`config.mk`:
```
export PLATFORM = sky130hd
export DESIGN_NAME = retire_watchdog_monitor_flat
export DESIGN_NICKNAME = d
export VERILOG_FILES = /design/src/rtl/retire_watchdog_monitor_if.sv /design/src/rtl/retire_watchdog_monitor.sv /design/src/flat_wrapper.sv
export SDC_FILE = /design/constraint.sdc
export NUM_CORES = 1
export LEC_CHECK = 0
export CORE_AREA = 2 2 275 277
export DETAILED_ROUTE_END_ITERATION = 8
export DIE_AREA = 0 0 277 279
export SYNTH_ARGS = -nofsm -noshare
export SYNTH_HDL_FRONTEND = slang
export SYNTH_SLANG_ARGS = --single-unit
```
`constraint.sdc`:
```
create_clock -name clk -period 11 [get_ports clk]
set_input_delay 2.2 -clock clk [delete_from_list [all_inputs] [get_ports clk]]
set_output_delay 2.2 -clock clk [all_outputs]
set_load 0.03 [all_outputs]
```
`src/rtl/retire_watchdog_monitor_if.sv`:
```
// Retire-stream bundle: per-port commit valid and PC, driven by the core
// (master) and observed by the watchdog monitor (slave).
interface retire_watchdog_monitor_if #(
    parameter int NUM_RETIRE = 3,
    parameter int PC_WIDTH   = 64
);
    logic [NUM_RETIRE-1:0]          retire_vld;
    logic [NUM_RETIRE*PC_WIDTH-1:0] retire_pc;

    modport master (output retire_vld, output retire_pc);
    modport slave  (input  retire_vld, input  retire_pc);
endinterface

```
`src/rtl/retire_watchdog_monitor.sv`:
```
// Retire-stream monitor: cycle/retire counters, per-port last PC, no-commit
// watchdog, checkpoint PC match and exit-PC terminator. Every output is a flop.
module retire_watchdog_monitor #(
    parameter int NUM_RETIRE    = 3,
    parameter int PC_WIDTH      = 64,
    parameter int MATCH_WIDTH   = 32,
    parameter int TIMEOUT_WIDTH = 32,
    parameter int CNT_WIDTH     = 64
) (
    input  logic                           clk,
    input  logic                           reset,
    retire_watchdog_monitor_if.slave       rif,
    input  logic [TIMEOUT_WIDTH-1:0]       cfg_timeout,
    input  logic [MATCH_WIDTH-1:0]         cfg_match_pc,
    input  logic                           cfg_exit_en,
    input  logic [PC_WIDTH-1:0]            cfg_exit_pc,
    output logic [CNT_WIDTH-1:0]           sim_cycles,
    output logic [CNT_WIDTH-1:0]           retire_count,
    output logic [NUM_RETIRE*PC_WIDTH-1:0] last_pc,
    output logic [TIMEOUT_WIDTH-1:0]       idle_cnt,
    output logic [1:0]                     state,
    output logic                           match_pulse,
    output logic [15:0]                    match_cnt,
    output logic                           hang,
    output logic                           done,
    output logic [2:0]                     exit_port
);

    typedef enum logic [1:0] {
        ST_WAIT = 2'd0,
        ST_RUN  = 2'd1,
        ST_HANG = 2'd2,
        ST_DONE = 2'd3
    } state_t;

    // Number of set valid bits, widened to the counter width.
    function automatic logic [CNT_WIDTH-1:0] popcount(input logic [NUM_RETIRE-1:0] v);
        logic [CNT_WIDTH-1:0] acc;
        acc = {CNT_WIDTH{1'b0}};
        for (int i = 0; i < NUM_RETIRE; i++) begin
            acc = acc + CNT_WIDTH'(v[i]);
        end
        return acc;
    endfunction

    state_t                        state_q, state_d;
    logic [CNT_WIDTH-1:0]          sim_cycles_q, sim_cycles_d;
    logic [CNT_WIDTH-1:0]          retire_count_q, retire_count_d;
    logic [NUM_RETIRE*PC_WIDTH-1:0] last_pc_q, last_pc_d;
    logic [TIMEOUT_WIDTH-1:0]      idle_cnt_q, idle_cnt_d;
    logic                          match_pulse_q, match_pulse_d;
    logic [15:0]                   match_cnt_q, match_cnt_d;
    logic                          hang_q, hang_d;
    logic                          done_q, done_d;
    logic [2:0]                    exit_port_q, exit_port_d;

    logic                          commit_s;
    logic                          exit_hit_s;
    logic [2:0]                    exit_idx_s;
    logic                          match_hit_s;
    logic [TIMEOUT_WIDTH:0]        idle_inc_s;
    logic [TIMEOUT_WIDTH-1:0]      idle_sat_s;
    logic                          expire_s;

    // Per-cycle retire decode: commit, exit hit (lowest port wins), checkpoint hit.
    always_comb begin
        commit_s    = |rif.retire_vld;
        exit_hit_s  = 1'b0;
        exit_idx_s  = 3'd0;
        match_hit_s = 1'b0;
        // Scan downwards so the lowest matching port is the one left standing.
        for (int i = NUM_RETIRE - 1; i >= 0; i--) begin
            if (cfg_exit_en && rif.retire_vld[i] &&
                (rif.retire_pc[i*PC_WIDTH +: PC_WIDTH] == cfg_exit_pc)) begin
                exit_hit_s = 1'b1;
                exit_idx_s = 3'(i);
            end else begin
                exit_hit_s = exit_hit_s;
            end
            if (rif.retire_vld[i] &&
                (rif.retire_pc[i*PC_WIDTH +: MATCH_WIDTH] == cfg_match_pc)) begin
                match_hit_s = 1'b1;
            end else begin
                match_hit_s = match_hit_s;
            end
        end
    end

    // Watchdog arithmetic: idle count plus one, computed one bit wider so the
    // expiry compare and the saturation check never see a wrapped value.
    always_comb begin
        idle_inc_s = {1'b0, idle_cnt_q} + {{TIMEOUT_WIDTH{1'b0}}, 1'b1};
        if (idle_inc_s[TIMEOUT_WIDTH]) begin
            idle_sat_s = idle_cnt_q;
        end else begin
            idle_sat_s = idle_inc_s[TIMEOUT_WIDTH-1:0];
        end
        expire_s = (state_q == ST_RUN) && !commit_s &&
                   (cfg_timeout != {TIMEOUT_WIDTH{1'b0}}) &&
                   (idle_inc_s >= {1'b0, cfg_timeout});
    end

    // Next-state logic for the run/hang/done FSM and everything it gates.
    always_comb begin
        state_d        = state_q;
        retire_count_d = retire_count_q;
        idle_cnt_d     = idle_cnt_q;
        hang_d         = hang_q;
        done_d         = done_q;
        exit_port_d    = exit_port_q;
        case (state_q)
            ST_WAIT: begin
                retire_count_d = retire_count_q + popcount(rif.retire_vld);
                if (exit_hit_s) begin
                    state_d     = ST_DONE;
                    done_d      = 1'b1;
                    exit_port_d = exit_idx_s;
                end else if (commit_s) begin
                    state_d = ST_RUN;
                end else begin
                    state_d = ST_WAIT;
                end
            end
            ST_RUN: begin
                retire_count_d = retire_count_q + popcount(rif.retire_vld);
                if (commit_s) begin
                    idle_cnt_d = {TIMEOUT_WIDTH{1'b0}};
                end else begin
                    idle_cnt_d = idle_sat_s;
                end
                // Exit is checked first so it wins over a simultaneous expiry.
                if (exit_hit_s) begin
                    state_d     = ST_DONE;
                    done_d      = 1'b1;
                    exit_port_d = exit_idx_s;
                end else if (expire_s) begin
                    state_d = ST_HANG;
                    hang_d  = 1'b1;
                end else begin
                    state_d = ST_RUN;
                end
            end
            ST_HANG: state_d = ST_HANG;
            ST_DONE: state_d = ST_DONE;
            default: state_d = ST_WAIT;
        endcase
    end

    // State-independent bookkeeping: cycle counter, last-PC capture, checkpoint.
    always_comb begin
        sim_cycles_d  = sim_cycles_q + {{(CNT_WIDTH-1){1'b0}}, 1'b1};
        last_pc_d     = last_pc_q;
        for (int i = 0; i < NUM_RETIRE; i++) begin
            if (rif.retire_vld[i]) begin
                last_pc_d[i*PC_WIDTH +: PC_WIDTH] = rif.retire_pc[i*PC_WIDTH +: PC_WIDTH];
            end else begin
                last_pc_d[i*PC_WIDTH +: PC_WIDTH] = last_pc_q[i*PC_WIDTH +: PC_WIDTH];
            end
        end
        match_pulse_d = match_hit_s;
        if (match_hit_s && (match_cnt_q != 16'hFFFF)) begin
            match_cnt_d = match_cnt_q + 16'd1;
        end else begin
            match_cnt_d = match_cnt_q;
        end
    end

    // Register bank with synchronous reset; all outputs come straight from here.
    always_ff @(posedge clk) begin
        if (reset) begin
            state_q        <= ST_WAIT;
            sim_cycles_q   <= {CNT_WIDTH{1'b0}};
            retire_count_q <= {CNT_WIDTH{1'b0}};
            last_pc_q      <= {(NUM_RETIRE*PC_WIDTH){1'b0}};
            idle_cnt_q     <= {TIMEOUT_WIDTH{1'b0}};
            match_pulse_q  <= 1'b0;
            match_cnt_q    <= 16'd0;
            hang_q         <= 1'b0;
            done_q         <= 1'b0;
            exit_port_q    <= 3'd0;
        end else begin
            state_q        <= state_d;
            sim_cycles_q   <= sim_cycles_d;
            retire_count_q <= retire_count_d;
            last_pc_q      <= last_pc_d;
            idle_cnt_q     <= idle_cnt_d;
            match_pulse_q  <= match_pulse_d;
            match_cnt_q    <= match_cnt_d;
            hang_q         <= hang_d;
            done_q         <= done_d;
            exit_port_q    <= exit_port_d;
        end
    end

    assign sim_cycles   = sim_cycles_q;
    assign retire_count = retire_count_q;
    assign last_pc      = last_pc_q;
    assign idle_cnt     = idle_cnt_q;
    assign state        = state_q;
    assign match_pulse  = match_pulse_q;
    assign match_cnt    = match_cnt_q;
    assign hang         = hang_q;
    assign done         = done_q;
    assign exit_port    = exit_port_q;

endmodule
```
`src/flat_wrapper.sv`:
```
// flat-port wrapper written by rule: the top's interface ports become plain ports
module retire_watchdog_monitor_flat 
#(
    parameter int NUM_RETIRE    = 3,
    parameter int PC_WIDTH      = 64,
    parameter int MATCH_WIDTH   = 32,
    parameter int TIMEOUT_WIDTH = 32,
    parameter int CNT_WIDTH     = 64
)
  (clk, reset, cfg_timeout, cfg_match_pc, cfg_exit_en, cfg_exit_pc, sim_cycles, retire_count, last_pc, idle_cnt, state, match_pulse, match_cnt, hang, done, exit_port, rif_retire_vld, rif_retire_pc);
  retire_watchdog_monitor_if #(.NUM_RETIRE(NUM_RETIRE), .PC_WIDTH(PC_WIDTH)) rif_i ();
  input  logic clk;
  input  logic reset;
  input  logic [TIMEOUT_WIDTH-1:0] cfg_timeout;
  input  logic [MATCH_WIDTH-1:0] cfg_match_pc;
  input  logic cfg_exit_en;
  input  logic [PC_WIDTH-1:0] cfg_exit_pc;
  output logic [CNT_WIDTH-1:0] sim_cycles;
  output logic [CNT_WIDTH-1:0] retire_count;
  output logic [NUM_RETIRE*PC_WIDTH-1:0] last_pc;
  output logic [TIMEOUT_WIDTH-1:0] idle_cnt;
  output logic [1:0] state;
  output logic match_pulse;
  output logic [15:0] match_cnt;
  output logic hang;
  output logic done;
  output logic [2:0] exit_port;
  input wire logic [$bits(rif_i.retire_vld)-1:0] rif_retire_vld;
  input wire logic [$bits(rif_i.retire_pc)-1:0] rif_retire_pc;
  assign rif_i.retire_vld = rif_retire_vld;
  assign rif_i.retire_pc = rif_retire_pc;
  retire_watchdog_monitor #(.NUM_RETIRE(NUM_RETIRE), .PC_WIDTH(PC_WIDTH), .MATCH_WIDTH(MATCH_WIDTH), .TIMEOUT_WIDTH(TIMEOUT_WIDTH), .CNT_WIDTH(CNT_WIDTH)) u_core (.clk(clk), .reset(reset), .rif(rif_i), .cfg_timeout(cfg_timeout), .cfg_match_pc(cfg_match_pc), .cfg_exit_en(cfg_exit_en), .cfg_exit_pc(cfg_exit_pc), .sim_cycles(sim_cycles), .retire_count(retire_count), .last_pc(last_pc), .idle_cnt(idle_cnt), .state(state), .match_pulse(match_pulse), .match_cnt(match_cnt), .hang(hang), .done(done), .exit_port(exit_port));
endmodule
```
==> results.json, run 1 <==
{
  "syn-mean-instance-area_um2": 8.853,
  "grt-busiest-layer": "met2",
  "finalPower_mw": 3.693,
  "fin_tns_setup_ns": 0,
  "cp_slowest_cell": "nand4_1",
  "use_met2_pct": 41.97,
  "drtIter0Drc": 1293,
  "io_pins": 702,
  "cts-resized-gates": 0,
  "synth_fp_nets": 2572,
  "tightest_slew_ns": 1.388,
  "gr-usage-met3_pct": 7.932,
  "first_pass_iters": 5,
  "reg2reg_from": "u_core.idle_cnt[0]",
  "clockBufferDepth": 3,
  "leakage_nw": 10.86,
  "via_per_inst": 4.894,
  "syn_inst": 2206,
  "yosysSeqAreaShare_pct": 38.44,
  "clk_latency_ns": 0.57,
  "wl_um": 98410,
  "vias": 19047,
  "initial_utilization_pct": 26.37,
  "htreeDepth": 2,
  "status": "finished clean",
  "clkTransAtPathRegs_ns": 0.06,
  "min_to": "u_core.done",
  "ir_drop_v": 0.00009681,
  "slew_violations": 0,
  "whs_ns": 0.4748,
  "fin_crit_sh_pct": 46.65,
  "die_x_um": 277,
  "crit_required_ns": 11.43,
  "grt_max_degree": 176,
  "fill_cells": 7591,
  "r2r_slack_ns": 6.74,
  "rows": 100,
  "grt_overflow_total": 0,
  "synth_area_um2": 19530,
  "nets": 3239,
  "grt_usage_pct": 24.59,
  "clock-skew-final_ns": 0.01492,
  "ys_types": 71,
  "synth_ff_type": "dfxtp_1",
  "cellPowerDensity_nw_per_um2": 127.1,
  "cp_slowest_stage_delay_ns": 0.64,
  "cp-end-kind": "flop",
  "period_needed_ns": 5.131,
  "final_common_cell": "clkdlybuf4s50_1",
  "drive_gt1_share_pct": 4.171,
  "grt_pass1_vias": 19000,
  "design.core.area_um2": 74070,
  "dieArea_um2": 77280,
  "multiInputGateArea_um2": 11330,
  "root_buffer": "clkbuf_16",
  "synth-seq-cells": 375,
  "final_cell_mix": "696 x clkdlybuf4s50_1, 375 x dfxtp_1, 353 x nor2_1",
  "min_from": "u_core.done",
  "grt_pass1_wl_um": 137700,
  "crit_start": "rif_retire_vld[1]",
  "cap_violations": 0,
  "antenna_found_initial": 24,
  "finalSetupViolations": 0,
  "io_buffers": 700,
  "worstPathArrival_ns": 5.56,
  "cts_made_buffers": 46,
  "cts_sinks": 375,
  "worstHoldPathCells": 2,
  "startpoint_type": "input port",
  "post-cts-setup-buffers": 0,
  "die_y_um": 279,
  "fmax_ghz": 0.1949,
  "timing.rr.end": "u_core.state[0]",
  "post_drt_wl_per_cell_um": 25.28,
  "path_max_fanout": 28,
  "area_growth_pct": 48.74,
  "hold_buffers": 0,
  "cts_tree": "yes",
  "rr_worst_depth": 13,
  "hold_path.class": "flop to flop",
  "drc_errors": 0,
  "critPathMostFrequentCell": "buf_4",
  "drtAntennaViolNets": 0,
  "critPathKind": "input port to flop",
  "relSlewSlack_pct": 7.462,
  "async_flop_share_pct": 0,
  "cp_cell_sequence": "buf_4 > inv_1 > ha_1 > fa_1 > a21oi_1 > nand3b_1 > nor3_2 > buf_4 > nand4_1 > nor4_1 > xnor2_1 > nor2_1",
  "synth-edff-count": 0,
  "hold_violations": 0,
  "globalplace.congestion": 1.014,
  "ys_warn_count": 0,
  "use_met1_pct": 26.52,
  "rsz0062_at_grt": "false",
  "dp_hpwl_um": 79940,
  "seq_area_um2": 7507
}
==> stage by stage <==
step           instance area, um^2  util (%)  worst slack (ns)  std cells
2_1_floorplan                19530         -             5.486       2206
3_3_place_gp                 27490     37.11             5.305       3794
3_5_place_dp                 27490     37.11             5.217       3794
4_1_cts                      28990     39.14             5.851       3870
5_1_grt                      29040     39.21             5.477       3889
6_report                     29050     39.22             5.869       3892
==> synth_stat cells, drive strengths merged (60+ instances only) <==
cell | n | area share [%]
dfxtp | 375 | 38
nor2 | 355 | 6.9
xnor2 | 220 | 9.9
mux2i | 194 | 9.9
xor2 | 177 | 8.0
inv | 89 | 1.7
nand4 | 84 | 2.8
nor4 | 73 | 2.6
nand3 | 69 | 1.9
nand2 | 68 | 1.3
clkbuf | 67 | 1.3
nor3 | 62 | 1.7
a21oi | 60 | 1.5
==> sequential cells by signal, summed over array words and instances (netlist names) <==
signal and flops:
u_core.match_cnt 16, u_core.done 1, u_core.last_pc 192, u_core.hang 1, u_core.retire_count 64, u_core.exit_port 2, u_core.idle_cnt 32, u_core.state 2
u_core.sim_cycles 64, u_core.match_pulse 1
==> report_power, final <==
group          internal [mW]  total (mW)  switching [mW]
clock network          0.935        1.56           0.630
registers               1.40        1.44          0.0308
logic                  0.293       0.693           0.400
total                   2.63        3.69            1.06
==> critical path, delay by kind of cell <==
family                   cells  cell delay, ns
XOR/XNOR                     1            0.16
AND/OR/NAND/NOR              5            1.53
adder cells (fa/ha/maj)      2            0.57
AO/OA/AOI/OAI                1            0.09
buffers and inverters        3            0.96
==> worst max-delay path by stage <==
stage / endpoint / slack (ns) / depth (start not counted)
detailed placement: u_core.retire_count[47] / 5.22 / 12
global placement: u_core.retire_count[47] / 5.30 / 12
finish: u_core.retire_count[47] / 5.87 / 12
CTS: u_core.retire_count[47] / 5.85 / 12
floorplan: u_core.retire_count[46] / 5.49 / 15
global route: u_core.retire_count[57] / 5.48 / 12
==> logic make-up after synthesis <==
kind of cell	Yosys count	synth area share, %
buffers and inverters	182	3.645
adders and majority gates	40	2.640
other	1	0.01920
xor gates and xnor gates	397	17.84
and+or+nand+nor	830	21.41
DFF	375	38.44
muxes	199	10.23
AOI/OAI and AO/OA	182	5.772
==> layer usage <==
metal | wire [um] | vias to the layer above
met5 | 36 | -
met3 | 7960 | 236
met1 | 36750 | 9043
met4 | 6125 | 6
li1 | - | 8989
met2 | 47540 | 773
==> final cells by class <==
cell class | instances | share of cell area (%)
diodes | 22 | 0.1895
flip-flops and latches | 375 | 25.84
clock buffers | 61 | 4.436
multi-input cells | 1649 | 39.00
clock inverters | 15 | 0.7451
well taps | 969 | 4.174
inverters | 89 | 1.150
repair buffers | 712 | 24.46
No activity file was read; power rests on OpenSTA's default activity.
==> inputs of run 2 (changes only) <==
--- a/config.mk
+++ b/config.mk
@@ -5,9 +5,9 @@
 export SDC_FILE = /design/constraint.sdc
 export NUM_CORES = 1
 export LEC_CHECK = 0
-export CORE_AREA = 2 2 275 277
+export CORE_AREA = 2 2 272 274
 export DETAILED_ROUTE_END_ITERATION = 8
-export DIE_AREA = 0 0 277 279
+export DIE_AREA = 0 0 274 276
 export SYNTH_ARGS = -nofsm -noshare
 export SYNTH_HDL_FRONTEND = slang
 export SYNTH_SLANG_ARGS = --single-unit
==> constraint.sdc (replaced) <==
create_clock -name clk -period 4.14 [get_ports clk]
set_input_delay 0.828 -clock clk [delete_from_list [all_inputs] [get_ports clk]]
set_output_delay 0.828 -clock clk [all_outputs]
set_load 0.03 [all_outputs]
==> run 2 against run 1 <==
Cell area rose by 1.9%. Sequential share of layout area is 0.49 points lower. Via count rose by 1.6%. Flip-flop and latch count stayed put. Sequential power grew to 2.6 times the previous value. Critical path type is now flop to flop. Highest routed layer is now met4. Critical endpoint is now u_core.state[0].
==> results.json, run 2 (synthesis results as in run 1) <==
{
  "globalplace.congestion": 0.9855,
  "grt_max_degree": 111,
  "io_buffers": 700,
  "hold_violations": 0,
  "fin_crit_sh_pct": 93.21,
  "cp_slowest_stage_delay_ns": 0.62,
  "cts_sinks": 375,
  "critPathKind": "flop to flop",
  "grt_overflow_total": 0,
  "leakage_nw": 11.23,
  "crit_required_ns": 4.58,
  "rows": 99,
  "fin_tns_setup_ns": 0,
  "area_growth_pct": 51.64,
  "crit_start": "u_core.idle_cnt[0]",
  "rr_worst_depth": 13,
  "cap_violations": 0,
  "wl_um": 100200,
  "grt_pass1_vias": 19433,
  "r2r_slack_ns": 0.28,
  "first_pass_iters": 8,
  "root_buffer": "clkbuf_16",
  "hold_path.class": "flop to flop",
  "finalPower_mw": 10.13,
  "cp_slowest_cell": "or4b_4",
  "nets": 3300,
  "clockBufferDepth": 3,
  "post_drt_wl_per_cell_um": 25.40,
  "path_max_fanout": 7,
  "final_cell_mix": "696 x clkdlybuf4s50_1, 375 x dfxtp_1, 353 x nor2_1",
  "cp-end-kind": "flop",
  "fmax_ghz": 0.2592,
  "ir_drop_v": 0.0003279,
  "finalSetupViolations": 0,
  "htreeDepth": 2,
  "cellPowerDensity_nw_per_um2": 342.1,
  "startpoint_type": "flop",
  "pre_cts_slack_ns": 0.2520,
  "period_needed_ns": 3.859,
  "fin_ws_ns": 0.2813,
  "worstPathArrival_ns": 4.30,
  "drc_errors": 0,
  "largest_reg_flops": 192,
  "cts_made_buffers": 48,
  "grt_pass1_wl_um": 139900,
  "cp_cell_sequence": "ha_1 > nand3_2 > or3_1 > or4b_4 > nor2_4 > xor2_2 > ha_1 > nand4_1 > nor4_1 > o21ai_0 > a31o_1 > nor4_2 > nor3_1",
  "whs_ns": 0.4942,
  "min_from": "u_core.last_pc[76]",
  "dieArea_um2": 75620,
  "via_per_inst": 4.902,
  "initial_utilization_pct": 26.91,
  "vias": 19348,
  "grt_usage_pct": 25.50,
  "design.core.area_um2": 72590,
  "slew_violations": 0,
  "critPathMostFrequentCell": "ha_1",
  "io_pins": 702,
  "drtAntennaViolNets": 0,
  "dp_hpwl_um": 81640,
  "place_area_um2": 27930,
  "fin_area_um2": 29610,
  "final_common_cell": "clkdlybuf4s50_1",
  "drtIter0Drc": 1082,
  "die_x_um": 274,
  "min_to": "u_core.last_pc[76]",
  "clkTransAtPathRegs_ns": 0.06,
  "clk_latency_ns": 0.59,
  "status": "finished clean",
  "antenna_found_initial": 22,
  "cts_tree": "yes",
  "die_y_um": 276,
  "tightest_slew_ns": 1.038,
  "drive_gt1_share_pct": 6.424,
  "worstHoldPathCells": 2,
  "timing.rr.end": "u_core.state[0]",
  "post-cts-setup-buffers": 0,
  "relSlewSlack_pct": 30.80,
  "rsz0062_at_grt": "false",
  "reg2reg_from": "u_core.idle_cnt[0]",
  "clock-skew-final_ns": 0.03351
}
run 2: power breakdown:
group / switching [mW] / internal (mW) / total, mW
combinational: 1.08 / 0.809 / 1.89
sequential: 0.0791 / 3.73 / 3.81
clock: 1.78 / 2.64 / 4.43
run 2: layout make-up:
| cell class | instances | area [um^2] |
|---|---|---|
| sequential | 375 | 7507 |
| inverter | 89 | 334.1 |
| timing repair buffer | 771 | 7562 |
| fill | 7383 | 42970 |
| antenna | 15 | 37.54 |
| clock inverter | 23 | 300.3 |
| clock buffer | 66 | 1339 |
| tap | 959 | 1200 |
| multi-input combinational | 1649 | 11330 |
run 2: metal layers:
layer,GRT usage [%],share of wire (%)
met5,0,0
met4,15.33,6.5
met3,6.696,7.2
met2,43.85,48
met1,27.96,38
run 2: worst max-delay path by stage:
stage,to
2_1_floorplan,u_core.retire_count[46]
3_3_place_gp,u_core.hang
3_5_place_dp,u_core.hang
4_1_cts,u_core.state[0]
5_1_grt,u_core.hang
6_report,u_core.state[0]
run 2: repair_timing:
| action | in CTS | in global routing |
|---|---|---|
| resized for setup | 0 | 1 |
| hold buffers | 0 | 0 |
| setup endpoints to repair | 0 | 2 |
run 2: worst max-delay path: cells and delay by family, from the launching register on:
| kind | cells | cell delay, ns |
|---|---|---|
| AO/OA/AOI/OAI | 2 | 0.41 |
| XOR/XNOR | 1 | 0.07 |
| adder cells (fa/ha/maj) | 2 | 0.61 |
| flip-flops | 1 | 0.43 |
| AND/OR/NAND/NOR | 8 | 2.22 |
run 2: per-stage QoR:
| stage | instances | util (%) |
|---|---|---|
| after floorplan | 2206 | - |
| after global placement | 3843 | 38.48 |
| after detailed placement | 3843 | 38.48 |
| after CTS | 3932 | 40.74 |
| after global routing | 3946 | 40.80 |
| final | 3947 | 40.80 |
